[config.mk]
export PLATFORM = sky130hd
export DESIGN_NAME = rotl_seq_flat
export DESIGN_NICKNAME = d
export VERILOG_FILES = /design/src/rtl/rotl_seq_pkg.sv /design/src/rtl/rotl_seq_if.sv /design/src/rtl/rotl_seq.sv /design/src/flat_wrapper.sv
export SDC_FILE = /design/constraint.sdc
export NUM_CORES = 1
export LEC_CHECK = 0
export ABC_CLOCK_PERIOD_IN_PS = 3400
export CORE_MARGIN = 1
export CORE_UTILIZATION = 30
export CTS_CLUSTER_SIZE = 12
export DETAILED_ROUTE_END_ITERATION = 10
export MAX_ROUTING_LAYER = met4
export SLEW_MARGIN = 20
export SYNTH_ARGS = -nofsm -noshare
export SYNTH_HDL_FRONTEND = slang
export SYNTH_SLANG_ARGS = --single-unit
[constraint.sdc]
create_clock -name clock -period 3.4 [get_ports clock]
set_input_delay 0.34 -clock clock [delete_from_list [all_inputs] [get_ports clock]]
set_output_delay 0.34 -clock clock [all_outputs]
set_load 0.03 [all_outputs]
[src/rtl/rotl_seq_pkg.sv]
// rotl_seq_pkg: shared widths and FSM state encoding for the rotate-left sequencer
package rotl_seq_pkg;
  localparam int WIDTH = 32;
  localparam int CNT_W = 5;
  typedef enum logic [1:0] {
    IDLE  = 2'd0,
    SHIFT = 2'd1,
    DONE  = 2'd2
  } state_e;
endpackage

[src/rtl/rotl_seq_if.sv]
// rotl_seq_if: control/data bundle between a requester and the rotate-left sequencer
interface rotl_seq_if #(
  parameter int WIDTH = rotl_seq_pkg::WIDTH,
  parameter int CNT_W = rotl_seq_pkg::CNT_W
);
  logic             start;
  logic             clear;
  logic             hold;
  logic [WIDTH-1:0] load_data;
  logic [CNT_W-1:0] amount;
  logic [WIDTH-1:0] result;
  logic             serial_out;
  logic             busy;
  logic             done;
  modport master (
    output start, clear, hold, load_data, amount,
    input  result, serial_out, busy, done
  );
  modport slave (
    input  start, clear, hold, load_data, amount,
    output result, serial_out, busy, done
  );
endinterface

[src/rtl/rotl_seq.sv]
// rotl_seq: loadable circular shifter rotating left one place per clock, MSB-first serial out
module rotl_seq
  import rotl_seq_pkg::*;
#(
  parameter int WIDTH = rotl_seq_pkg::WIDTH,
  parameter int CNT_W = rotl_seq_pkg::CNT_W
) (
  input logic   clock,
  input logic   reset,
  rotl_seq_if.slave bus
);
  state_e           state_q, state_d;
  logic [WIDTH-1:0] result_q, result_d;
  logic [CNT_W-1:0] cnt_q, cnt_d;
  logic             serial_q, serial_d;
  always_ff @(posedge clock or posedge reset) begin
    if (reset) begin
      state_q  <= IDLE;
      result_q <= '0;
      cnt_q    <= '0;
      serial_q <= 1'b0;
    end else begin
      state_q  <= state_d;
      result_q <= result_d;
      cnt_q    <= cnt_d;
      serial_q <= serial_d;
    end
  end
  always_comb begin
    state_d  = state_q;
    result_d = result_q;
    cnt_d    = cnt_q;
    serial_d = serial_q;
    if (bus.clear) begin
      state_d  = IDLE;
      result_d = '0;
      cnt_d    = '0;
      serial_d = 1'b0;
    end else begin
      case (state_q)
        IDLE: if (bus.start) begin
          result_d = bus.load_data;
          cnt_d    = bus.amount;
          state_d  = (bus.amount != '0) ? SHIFT : DONE;
        end
        SHIFT: if (!bus.hold) begin
          result_d = {result_q[WIDTH-2:0], result_q[WIDTH-1]};
          serial_d = result_q[WIDTH-1];
          cnt_d    = cnt_q - 1'b1;
          state_d  = (cnt_q == CNT_W'(1)) ? DONE : SHIFT;
        end
        DONE:    state_d = IDLE;
        default: state_d = IDLE;
      endcase
    end
  end
  assign bus.result     = result_q;
  assign bus.serial_out = serial_q;
  assign bus.busy       = (state_q != IDLE);
  assign bus.done       = (state_q == DONE);
endmodule

[src/flat_wrapper.sv]
// flat-port wrapper written by rule: the top's interface ports become plain ports
module rotl_seq_flat import rotl_seq_pkg::*;
#(
  parameter int WIDTH = rotl_seq_pkg::WIDTH,
  parameter int CNT_W = rotl_seq_pkg::CNT_W
)
  (clock, reset, bus_start, bus_clear, bus_hold, bus_load_data, bus_amount, bus_result, bus_serial_out, bus_busy, bus_done);
  rotl_seq_if #(.WIDTH(WIDTH), .CNT_W(CNT_W)) bus_i ();
  input logic clock;
  input logic reset;
  input wire logic [$bits(bus_i.start)-1:0] bus_start;
  input wire logic [$bits(bus_i.clear)-1:0] bus_clear;
  input wire logic [$bits(bus_i.hold)-1:0] bus_hold;
  input wire logic [$bits(bus_i.load_data)-1:0] bus_load_data;
  input wire logic [$bits(bus_i.amount)-1:0] bus_amount;
  output wire logic [$bits(bus_i.result)-1:0] bus_result;
  output wire logic [$bits(bus_i.serial_out)-1:0] bus_serial_out;
  output wire logic [$bits(bus_i.busy)-1:0] bus_busy;
  output wire logic [$bits(bus_i.done)-1:0] bus_done;
  assign bus_i.start = bus_start;
  assign bus_i.clear = bus_clear;
  assign bus_i.hold = bus_hold;
  assign bus_i.load_data = bus_load_data;
  assign bus_i.amount = bus_amount;
  assign bus_result = bus_i.result;
  assign bus_serial_out = bus_i.serial_out;
  assign bus_busy = bus_i.busy;
  assign bus_done = bus_i.done;
  rotl_seq #(.WIDTH(WIDTH), .CNT_W(CNT_W)) u_core (.clock(clock), .reset(reset), .bus(bus_i));
endmodule
==> reports/metrics.yaml <==
power_and_ir_drop:
  p_per_area_nw_per_um2: 407
  pwr-share-clk_pct: 25.8
  p_int_mw: 0.861
  combPwrFrac_pct: 29.8
  switching_share_pct: 32.4
  p_sw_mw: 0.412
  peakVddDrop_v: 0.000153
  power.leakage_nw: 1.35
  seqPwrFrac_pct: 44.4
finish:
  fill_cells: 705
  multi_input_area_um2: 1110
  layout_commonest_cell: "clkdlybuf4s50_1"
  regArea_um2: 1000
  nNetsFinal: 284
  drive_gt1_share_pct: 18.3
  synthToLayoutAreaGrowth_pct: 40.0
  final_area_um2: 3130
  final_cell_mix: "clkdlybuf4s50_1 (76), dfrtp_1 (40), mux2i_1 (33)"
  n_antenna_cell: 0
drt:
  wl_um: 5230
  wl_per_cell_um: 15.4
  drc_errors: 0
  via_count: 1657
  dr.pass1.iters: 4
  drtAntennaViolNets: 0
  routed_via_density: 4.87
  drt-initial-drc-count: 35
clock_tree:
  clk_latency_ns: 0.29
  numCtsBuffers: 5
  clock_path_buffers: 2
  clk_pin_slew_ns: 0.08
  htreeDepth: 2
  tritoncts: "yes"
  cts-root-buf: "clkbuf_8"
  cts.sinks: 40
  cts_setup_buffers: 0
  cts_resized: 0
  cts_hold_buf: 0
floorplanning:
  core_um2: 7210
  row_count: 31
  ioPinCount: 77
  start_util_pct: 31.0
  die_x_um: 88.4
  die_area_um2: 7810
  dieHeight_um: 88.4
worst_hold_path:
  worstHoldPathCells: 1
  holdPathEnd: "u_core.cnt_q[1]$_DFFE_PP0P_"
  min_path_type: "reg2reg"
  worstHoldStart: "u_core.cnt_q[1]$_DFFE_PP0P_"
global_route:
  grt_max_degree: 41
  grt_pass1_vias: 1684
  antenna_found_initial: 0
  grt-ovfl-total: 0
  grt_first_pass_wirelength_um: 8480
  groute.usage.overall_pct: 14.5
worst_setup_path:
  timing.rr.end: "u_core.bus.result[23]$_DFFE_PP0P_"
  crit_type: "reg2reg"
  path_max_fanout: 23
  cp.required_ns: 3.55
  critPathCaptureType: "register"
  r2r_start: "u_core.state_q[1]$_DFFE_PP0P_"
  rrSetupSlack_ns: 1.25
  cp-start-kind: "register"
  reg2reg_depth: 4
  cp.arrival_ns: 2.30
sta:
  setup-violations-final: 0
  max-slew-margin-rel_pct: 43.0
  worst_pin_slew_ns: 0.853
  timing.final.crit_share_pct: 63.2
  fin_crit_ns: 2.15
  rsz0062_at_grt: "false"
  maxSlewViolCount: 0
  hold_violations: 0
  max_freq_ghz: 0.465
  tns_ns: 0
  skew_ns: 0.00435
place:
  io_buffers: 76
  gp_congestion: 0.757
  placed_area_um2: 3040
  hpwl_um: 3440
synthesis:
  syn_inst: 170
  yosys_warnings: 0
  synth_area_um2: 2240
  syn_nets: 214
  syn_avg_cell_area_um2: 13.2
  ys_seq_elements: 40
  seq_area_frac_synth_pct: 44.7
  ys_types: 37
run:
  cap_violations: 0
outcome:
  outcome: "completed"
[cell families (layout without fill, tap and decap cells)]
group,after synthesis,after routing,synth area share (%)
and+or+nand+nor,21,21,6.88
adders and majority gates,2,2,1.12
DFF,40,40,44.7
AOI/OAI and AO/OA,52,52,26.9
muxes,33,33,14.8
buffers and inverters,22,93,5.59
[worst max path at each step]
stage,slack [ns],end,from
after floorplan,1.93,u_core.bus.result[13]$_DFFE_PP0P_,u_core.state_q[0]$_DFFE_PP0P_
after global placement,1.28,u_core.cnt_q[3]$_DFFE_PP0P_,bus_hold
after detailed placement,1.22,u_core.cnt_q[3]$_DFFE_PP0P_,bus_hold
after CTS,1.22,u_core.bus.result[23]$_DFFE_PP0P_,u_core.state_q[1]$_DFFE_PP0P_
after global routing,1.12,u_core.bus.result[25]$_DFFE_PP0P_,u_core.state_q[1]$_DFFE_PP0P_
final,1.25,u_core.bus.result[23]$_DFFE_PP0P_,u_core.state_q[1]$_DFFE_PP0P_
[metal layers]
metal / share of wire, % / wire (µm) / GRT usage [%] / vias up
met1: 49 / 2570 / 19.8 / 811
met3: 4.2 / 219 / 3.64 / 5
met4: 0.90 / 47 / 3.52 / 0
li1: - / - / - / 797
met5: 0 / 0 / - / -
met2: 46 / 2390 / 21.7 / 44
[critical path, cell delays in order (launching register included)]
cell,delay [ns]
dfrtp_1,0.60
nand2b_2,0.65
buf_4,0.40
mux2i_1,0.27
o2bb2ai_2,0.07
[sequential cells by signal, summed over array words and instances, names as in the netlist]
signal	flops
u_core.cnt_q	5
u_core.bus.result	32
u_core.bus.serial_out	1
u_core.state_q	2
[synth_stat cells, drive strengths merged]
cell type,number,area share [%]
nor2,1,0.28
nand2b,2,0.56
inv,7,1.2
a21oi,5,1.3
clkbuf,3,0.50
o31ai,1,0.34
or3b,1,0.39
mux2i,33,15
buf,12,3.9
o32ai,1,0.39
o31a,1,0.39
nor4b,1,0.39
and3b,1,0.39
ha,2,1.1
o311ai,4,1.6
dfrtp,40,45
nand3,1,0.22
nor2b,1,0.28
nand3b,2,0.67
nor4bb,1,0.45
o2bb2ai,33,21
a22oi,2,0.67
and4b,1,0.45
a2111oi,1,0.39
o211ai,2,0.67
nor3,2,0.45
o21ai,2,0.45
and2,1,0.28
nor3b,2,0.67
or2,1,0.28
or4,2,0.84
or3,1,0.28
[stage by stage]
stage               hold slack, ns  worst slack [ns]  total power [mW]  utilization (%)  instances
finish                       0.520              1.25              1.27             43.4        340
global route                 0.542              1.12              1.34             43.4        340
CTS                          0.525              1.22              1.29             43.4        340
detailed placement           0.507              1.22             0.957             42.2        332
global placement             0.509              1.28             0.957             42.2        332
floorplan                    0.403              1.93             0.806                -        170
[final cells by class]
type	count	share of cell area, %
Multi-Input combinational cell	108	35.6
Clock buffer	8	2.88
Timing Repair Buffer	78	24.8
Tap cell	99	3.96
Sequential cell	40	32.0
Inverter	7	0.839
[power groups by stage]
stage                     Combinational (mW)  Clock, mW  Sequential (mW)
after global placement                 0.382          0            0.575
after detailed placement               0.383          0            0.574
after floorplan                        0.178          0            0.629
after global routing                   0.407      0.364            0.572
final                                  0.379      0.329            0.566
after CTS                              0.384      0.341            0.566
(Power assumes the default switching activity.)
